$ cat src/rtl/timer_pkg.sv
// Shared definitions for the timer/counter: mode encodings, prescale-select width
// and the sticky flag bundle.
package timer_pkg;

   localparam int CKS_W = 3;

   typedef enum logic [1:0] {
      MODE_FREE    = 2'b00,
      MODE_CMP     = 2'b01,
      MODE_ONESHOT = 2'b10
   } mode_t;

   typedef struct packed {
      logic ovf;
      logic udf;
      logic cmp;
   } timer_flags_t;

   // The unused encoding 2'b11 behaves exactly like free-run.
   function automatic mode_t decode_mode(input logic [1:0] raw);
      mode_t m;
      case (raw)
         2'b01:   m = MODE_CMP;
         2'b10:   m = MODE_ONESHOT;
         default: m = MODE_FREE;
      endcase
      return m;
   endfunction

endpackage

$ cat src/rtl/timer_prescaler.sv
// Power-of-two prescaler: free-running PSC_W-bit phase counter that raises tick
// once every 2^cks enabled cycles (cks saturates at PSC_W).
module timer_prescaler
   import timer_pkg::*;
#(
   parameter int PSC_W = 4
) (
   input  logic             clk,
   input  logic             rst,
   input  logic             enable,
   input  logic             load,
   input  logic [CKS_W-1:0] cks,
   output logic             tick
);

   logic [PSC_W-1:0] psc_reg;
   logic [PSC_W-1:0] psc_next;
   logic [PSC_W-1:0] mask;

   // Bit gi takes part in the phase match when it lies below the selected n;
   // any cks >= PSC_W selects every bit, which is the clamp.
   for (genvar gi = 0; gi < PSC_W; gi++) begin : g_mask
      assign mask[gi] = (cks > CKS_W'(gi));
   end

   assign tick = enable & (&(psc_reg | ~mask));

   always_comb begin
      psc_next = psc_reg;
      if (load) begin
         psc_next = '0;
      end else if (enable) begin
         psc_next = psc_reg + PSC_W'(1);
      end
   end

   always_ff @(posedge clk or posedge rst) begin
      if (rst) begin
         psc_reg <= '0;
      end else begin
         psc_reg <= psc_next;
      end
   end

endmodule

$ cat src/rtl/timer_counter_n.sv
// WIDTH-bit up/down timer with prescaler, free-run / compare-reload / one-shot
// modes and sticky overflow, underflow and compare flags.
module timer_counter_n
   import timer_pkg::*;
#(
   parameter int WIDTH = 8,
   parameter int PSC_W = 4
) (
   input  logic             clk,
   input  logic             rst,
   input  logic             enable,
   input  logic             load,
   input  logic [WIDTH-1:0] start_value,
   input  logic             up_down,
   input  logic [1:0]       mode,
   input  logic [CKS_W-1:0] cks,
   input  logic [WIDTH-1:0] compare,
   input  logic             clr_ovf,
   input  logic             clr_udf,
   input  logic             clr_cmp,
   output logic [WIDTH-1:0] count,
   output logic             tick,
   output logic             overflow,
   output logic             underflow,
   output logic             cmp_match,
   output logic             halted
);

   logic [WIDTH-1:0] count_reg;
   logic [WIDTH-1:0] count_next;
   timer_flags_t     flags_reg;
   timer_flags_t     flags_next;
   timer_flags_t     event_flags;
   logic             halted_reg;
   logic             halted_next;
   logic             psc_tick;
   logic             hit;
   logic             at_max;
   logic             at_zero;
   mode_t            mode_eff;

   timer_prescaler #(
      .PSC_W (PSC_W)
   ) u_prescaler (
      .clk    (clk),
      .rst    (rst),
      .enable (enable),
      .load   (load),
      .cks    (cks),
      .tick   (psc_tick)
   );

   assign tick     = psc_tick & ~halted_reg;
   assign mode_eff = decode_mode(mode);
   assign hit      = (count_reg == compare);
   assign at_max   = &count_reg;
   assign at_zero  = ~|count_reg;

   always_comb begin
      count_next  = count_reg;
      halted_next = halted_reg;
      event_flags = '0;
      if (load) begin
         count_next  = start_value;
         halted_next = 1'b0;
      end else if (tick) begin
         if (hit && mode_eff == MODE_CMP) begin
            count_next      = start_value;
            event_flags.cmp = 1'b1;
         end else begin
            event_flags.cmp = hit;
            if (up_down) begin
               if (at_max) begin
                  count_next      = '0;
                  event_flags.ovf = 1'b1;
               end else begin
                  count_next = count_reg + WIDTH'(1);
               end
            end else begin
               if (at_zero) begin
                  count_next      = '1;
                  event_flags.udf = 1'b1;
               end else begin
                  count_next = count_reg - WIDTH'(1);
               end
            end
         end
         // One-shot stops on its first event and parks at the reload value.
         if (mode_eff == MODE_ONESHOT && (|event_flags)) begin
            count_next  = start_value;
            halted_next = 1'b1;
         end
      end
      flags_next.ovf = (flags_reg.ovf & ~clr_ovf) | event_flags.ovf;
      flags_next.udf = (flags_reg.udf & ~clr_udf) | event_flags.udf;
      flags_next.cmp = (flags_reg.cmp & ~clr_cmp) | event_flags.cmp;
   end

   always_ff @(posedge clk or posedge rst) begin
      if (rst) begin
         count_reg  <= '0;
         flags_reg  <= '0;
         halted_reg <= 1'b0;
      end else begin
         count_reg  <= count_next;
         flags_reg  <= flags_next;
         halted_reg <= halted_next;
      end
   end

   assign count     = count_reg;
   assign overflow  = flags_reg.ovf;
   assign underflow = flags_reg.udf;
   assign cmp_match = flags_reg.cmp;
   assign halted    = halted_reg;

endmodule

$ cat config.mk
export PLATFORM = sky130hd
export DESIGN_NAME = timer_counter_n
export DESIGN_NICKNAME = d
export VERILOG_FILES = /design/src/rtl/timer_pkg.sv /design/src/rtl/timer_prescaler.sv /design/src/rtl/timer_counter_n.sv
export SDC_FILE = /design/constraint.sdc
export NUM_CORES = 1
export LEC_CHECK = 0
export CAP_MARGIN = 20
export CORE_MARGIN = 10
export CORE_UTILIZATION = 35
export CTS_BUF_LIST = sky130_fd_sc_hd__clkbuf_8
export CTS_CLUSTER_DIAMETER = 60
export DETAILED_ROUTE_END_ITERATION = 8
export SYNTH_ARGS = -nofsm -noshare
export SYNTH_HDL_FRONTEND = slang
export SYNTH_HIERARCHICAL = 1
export SYNTH_SLANG_ARGS = --single-unit
$ cat constraint.sdc
create_clock -name clk -period 2.9 [get_ports clk]
set_input_delay 0.435 -clock clk [delete_from_list [all_inputs] [get_ports clk]]
set_output_delay 0.435 -clock clk [all_outputs]
set_load 0.01 [all_outputs]
==> run metrics, run 1 <==
status finished clean; crit share post-route 0.899; mean area per synthesized cell 8.19 µm²; CP startpoint kind input port; number of iterations in the first detailed-routing pass 4; R2R Path Start count[1]$_DFFE_PP0P_; Reg2Reg Depth 8; unique cell type count in the Yosys netlist 46; Vias 1,338; antenna violations before repair 0; max_cap viols 0; row count 22; Cells after DPL 249; vias per inst 5.29; Iteration-0 DRC Markers 90; max-slew violations 0; vias in the first global route 1,280; worst hold path type in2async; WL final 3890 µm; Worst setup EP type output port; # port buffers 41; max FFs per register 8; gr ovfl total 0; CTS sink count 16; post-cts gate resize count 0; pwr dens 470 nW/µm²; RSZ-0062 raised after global routing no; Worst Path Arrival 2.17 ns; prevailing post-synth register cell dfrtp_1; first-pass GRT wire length 6470 µm; Finish-stage setup viols 0; die height 82.3 µm; maximum VDD drop 0.175 mV; Net Count, Synth 199; DP Wirelength 3080 µm; Peak Freq 384 MHz; cts hold-fix bufs 0; sequential share of the synthesized area 0.294; leading area contributor after synthesis dfrtp_1; Ys Warns 6; clock tree buffer depth 2; Commonest cells post-synth nor2_1 (17), dfrtp_1 (16), nand2_1 (15); Worst Skew 0.00564 ns; post-synthesis cell area 1360 µm²; Hold Vio Cnt, Final 0; area grow syn2layout 36.7%; Mapped Cells 166; Slew headroom 0.644; clock slew at reported path FFs 0.08 ns; EDFF count, synth 0; R2R Setup Slk 0.51 ns; IO Count 42; Finished Layout Cells 253; Overall Global Routing Usage 0.121; DRC Markers 0; final net count 239; crit path kind in2out; Core ar. 3720 µm²; Synth top area share 0.294; Crit Reg-Reg Endpoint count[5]$_DFFE_PP0P_; top area cells in the synthesized netlist dfrtp_1 (29%), xor2_1 (7.1%), nor2_1 (4.7%); top-count cell post-synth nor2_1; die area 6780 µm²; final hold slack 0.380 ns; setup TNS 0 ns; Worst Tran Pin Value 0.533 ns; CTS H-tree lvls 1; Synth async-reset ratio 1.00; Num CTS Buffers 3; Die X 82.3 µm; worst-skew pair later-pin latency 0.26 ns; wire per inst 15.4 µm; postcts setup bufs 0; Initial Util 0.366; CTS tree done; Ant. Diodes 0; largest net degree at the start of global routing 15; Critical Path RT 2.47 ns; flops & latches, synth 16; CP Max Fanout 4; leak pwr 0.740 nW; ratio of cells with drive above 1 in the final layout 0.0976; crit path time final 2.61 ns; Clock Root Buffer clkbuf_8; Final ANT Viol Nets 0; GPL Wtd Cong 0.882
where the power goes:
| group | switching [mW] | internal (mW) |
|---|---|---|
| Sequential | 0.0616 | 0.247 |
| Clock | 0.0936 | 0.121 |
| Combinational | 0.169 | 0.182 |
metrics by stage:
stage               power, mW   util  setup WS [ns]  instance area (µm²)
CTS                     0.884  0.500          0.279                 1860
global route            0.943  0.500          0.139                 1860
global placement        0.663  0.486          0.382                 1800
detailed placement      0.665  0.486          0.278                 1800
finish                  0.874  0.500          0.294                 1860
floorplan               0.528      -          0.639                 1360
metal layers:
layer,routed length [µm],share of wire,vias up,global-route usage
met3,280,0.072,7,0.0346
met5,0,0,-,0
met4,74,0.019,0,0.0510
li1,-,-,669,-
met1,1700,0.44,624,0.153
met2,1840,0.47,38,0.188
placed cells by master, fill, tap and decap left out, types with 5 or more instances in the layout:
cell type and instances:
a21oi_1 5, buf_4 5, clkdlybuf4s50_1 41, dfrtp_1 16, inv_1 13, mux2i_1 6
nand2_1 15, nand3_1 7, nor2_1 17, o21ai_0 6, o22ai_1 5, xor2_1 11
worst max-delay path, cell delays in order:
cell and delay (ns):
clkdlybuf4s50_1 0.42, nor3_1 0.19, o21ai_0 0.09, a21oi_1 0.14, inv_1 0.07, nor2_1 0.23
clkdlybuf4s50_1 0.59
worst max path at each step:
stage / from / to / slack, ns / cells after the start
floorplan: count[0]$_DFFE_PP0P_ / count[7]$_DFFE_PP0P_ / 0.64 / 10
global placement: cks[0] / tick / 0.38 / 7
detailed placement: cks[0] / tick / 0.28 / 7
CTS: cks[0] / tick / 0.28 / 7
global route: cks[2] / tick / 0.14 / 7
finish: cks[0] / tick / 0.29 / 7
layout make-up:
cell class / count / area [µm²]
fill: 373 / 1860
clock buffer: 4 / 55.1
tap: 48 / 60.1
timing repair buffer: 46 / 448
multi-input combinational: 126 / 847
inverter: 13 / 48.8
sequential: 16 / 400
cells by family after synthesis:
group,share of synthesized area
and+or+nand+nor,0.236
AOI/OAI and AO/OA,0.209
buffers and inverters,0.0828
DFF,0.294
xor gates and xnor gates,0.0966
muxes,0.0442
adders and majority gates,0.0368
Power figures use the tool's default switching activity.
==> inputs of run 2 (changes only) <==
--- a/config.mk
+++ b/config.mk
@@ -6,11 +6,14 @@
 export NUM_CORES = 1
 export LEC_CHECK = 0
 export CAP_MARGIN = 20
+export CELL_PAD_IN_SITES_DETAIL_PLACEMENT = 0
+export CELL_PAD_IN_SITES_GLOBAL_PLACEMENT = 1
 export CORE_MARGIN = 10
 export CORE_UTILIZATION = 35
 export CTS_BUF_LIST = sky130_fd_sc_hd__clkbuf_8
 export CTS_CLUSTER_DIAMETER = 60
 export DETAILED_ROUTE_END_ITERATION = 8
+export PLACE_DENSITY_LB_ADDON = 0.1
 export SYNTH_ARGS = -nofsm -noshare
 export SYNTH_HDL_FRONTEND = slang
 export SYNTH_HIERARCHICAL = 1
==> run metrics, run 2 (same netlist as run 1, synthesis figures left out) <==
maximum VDD drop 0.204 mV; Final ANT Viol Nets 0; CTS tree done; crit path kind in2out; Cells after DPL 247; row count 22; IO Count 42; Num CTS Buffers 3; setup TNS 0 ns; Hold Vio Cnt, Final 0; Initial Util 0.366; Finish-stage setup viols 0; final instance area 1840 µm²; clock tree buffer depth 2; Worst Skew 0.00184 ns; Critical Path RT 2.47 ns; die height 82.3 µm; final net count 237; first-pass GRT wire length 6330 µm; crit share post-route 0.892; Die X 82.3 µm; final worst setup slack 0.312 ns; leak pwr 0.729 nW; commonest non-fill, non-tap cell in the layout clkdlybuf4s50_1; CTS sink count 16; Overall Global Routing Usage 0.118; WL final 3900 µm; R2R Setup Slk 0.46 ns; crit path time final 2.59 ns; clock slew at reported path FFs 0.07 ns; antenna violations before repair 0; slowest stage cell, crit path clkdlybuf4s50_1; max FFs per register 8; worst-skew pair later-pin latency 0.25 ns; Placed Area 1790 µm²; vias per inst 5.28; Layout Utilization 0.496; postcts setup bufs 0; post-cts gate resize count 0; worst hold path type in2async; pwr dens 464 nW/µm²; Worst Tran Pin Value 0.538 ns; largest net degree at the start of global routing 14; Worst Path Arrival 2.15 ns; die area 6780 µm²; Worst setup EP type output port; # port buffers 41; max-slew violations 0; number of iterations in the first detailed-routing pass 4; crit path buf inv count 3; Clock Root Buffer clkbuf_8; final hold slack 0.389 ns; Slew headroom 0.640; Vias 1,325; family with the most delay on the worst path buffers and inverters; status finished clean; CP Max Fanout 4; Setup WS pre-CTS 0.280 ns; CP startpoint kind input port; gr ovfl total 0; Core ar. 3720 µm²; GPL Wtd Cong 0.874; cell repeated most along the worst path clkdlybuf4s50_1; ratio of cells with drive above 1 in the final layout 0.0887; RSZ-0062 raised after global routing no; vias in the first global route 1,334; area grow syn2layout 35.6%; max_cap viols 0; CTS H-tree lvls 1; Finished Layout Cells 251; most frequent cells in the layout clkdlybuf4s50_1 (41), nor2_1 (17), dfrtp_1 (16); Ant. Diodes 0; cts hold-fix bufs 0; DRC Markers 0; DP Wirelength 3070 µm; Peak Freq 386 MHz; Final Total Pwr 856 µW; worst path cell trace clkdlybuf4s50_1, nor3_1, o21ai_0, a21oi_1, inv_1, nor2_1, clkdlybuf4s50_1; Iteration-0 DRC Markers 86; max incr delay on CP 0.59 ns; wire per inst 15.5 µm
## run 2: final cells by class
| type | instances | area (µm²) |
|---|---|---|
| Fill cell | 387 | 1870 |
| Multi-Input combinational cell | 126 | 847 |
| Timing Repair Buffer | 44 | 433 |
| Sequential cell | 16 | 400 |
| Tap cell | 48 | 60.1 |
| Clock buffer | 4 | 55.1 |
| Inverter | 13 | 48.8 |
## run 2: path summary, 6_finish.rpt
check                      cells past startpoint                            endpoint                 start
setup / recovery                               7                                tick                cks[0]
hold / removal                                 2  u_prescaler/psc_reg[0]$_DFFE_PP0P_                   rst
setup reg to reg                               8                count[6]$_DFFE_PP0P_  count[0]$_DFFE_PP0P_
hold reg to reg                                2                  overflow$_DFF_PP0_    overflow$_DFF_PP0_
max in group asynchronous                      2                count[6]$_DFFE_PP0P_                   rst
min in group clk                               2                  overflow$_DFF_PP0_    overflow$_DFF_PP0_
## run 2: report_power, final
group | switching, mW | leakage [nW] | total, mW | internal, mW
Combinational | 0.160 | 0.494 | 0.337 | 0.177
Sequential | 0.0687 | 0.207 | 0.316 | 0.247
Clock | 0.0821 | 0.0288 | 0.203 | 0.121
Total | 0.311 | 0.729 | 0.856 | 0.545
## run 2: layer usage
layer | up-vias | GRT usage | routed length [µm]
li1 | 667 | - | -
met1 | 613 | 0.146 | 1780
met2 | 41 | 0.189 | 1770
met3 | 4 | 0.0346 | 312
met4 | 0 | 0.0442 | 38
met5 | - | 0 | 0
==> inputs of run 3 (changes only) <==
--- a/config.mk
+++ b/config.mk
@@ -5,7 +5,7 @@
 export SDC_FILE = /design/constraint.sdc
 export NUM_CORES = 1
 export LEC_CHECK = 0
-export CAP_MARGIN = 20
+export CAP_MARGIN = 40
 export CELL_PAD_IN_SITES_DETAIL_PLACEMENT = 0
 export CELL_PAD_IN_SITES_GLOBAL_PLACEMENT = 1
 export CORE_MARGIN = 10
==> results of run 3 <==
Final layout, timing and power as in run 2 (identical DEF).
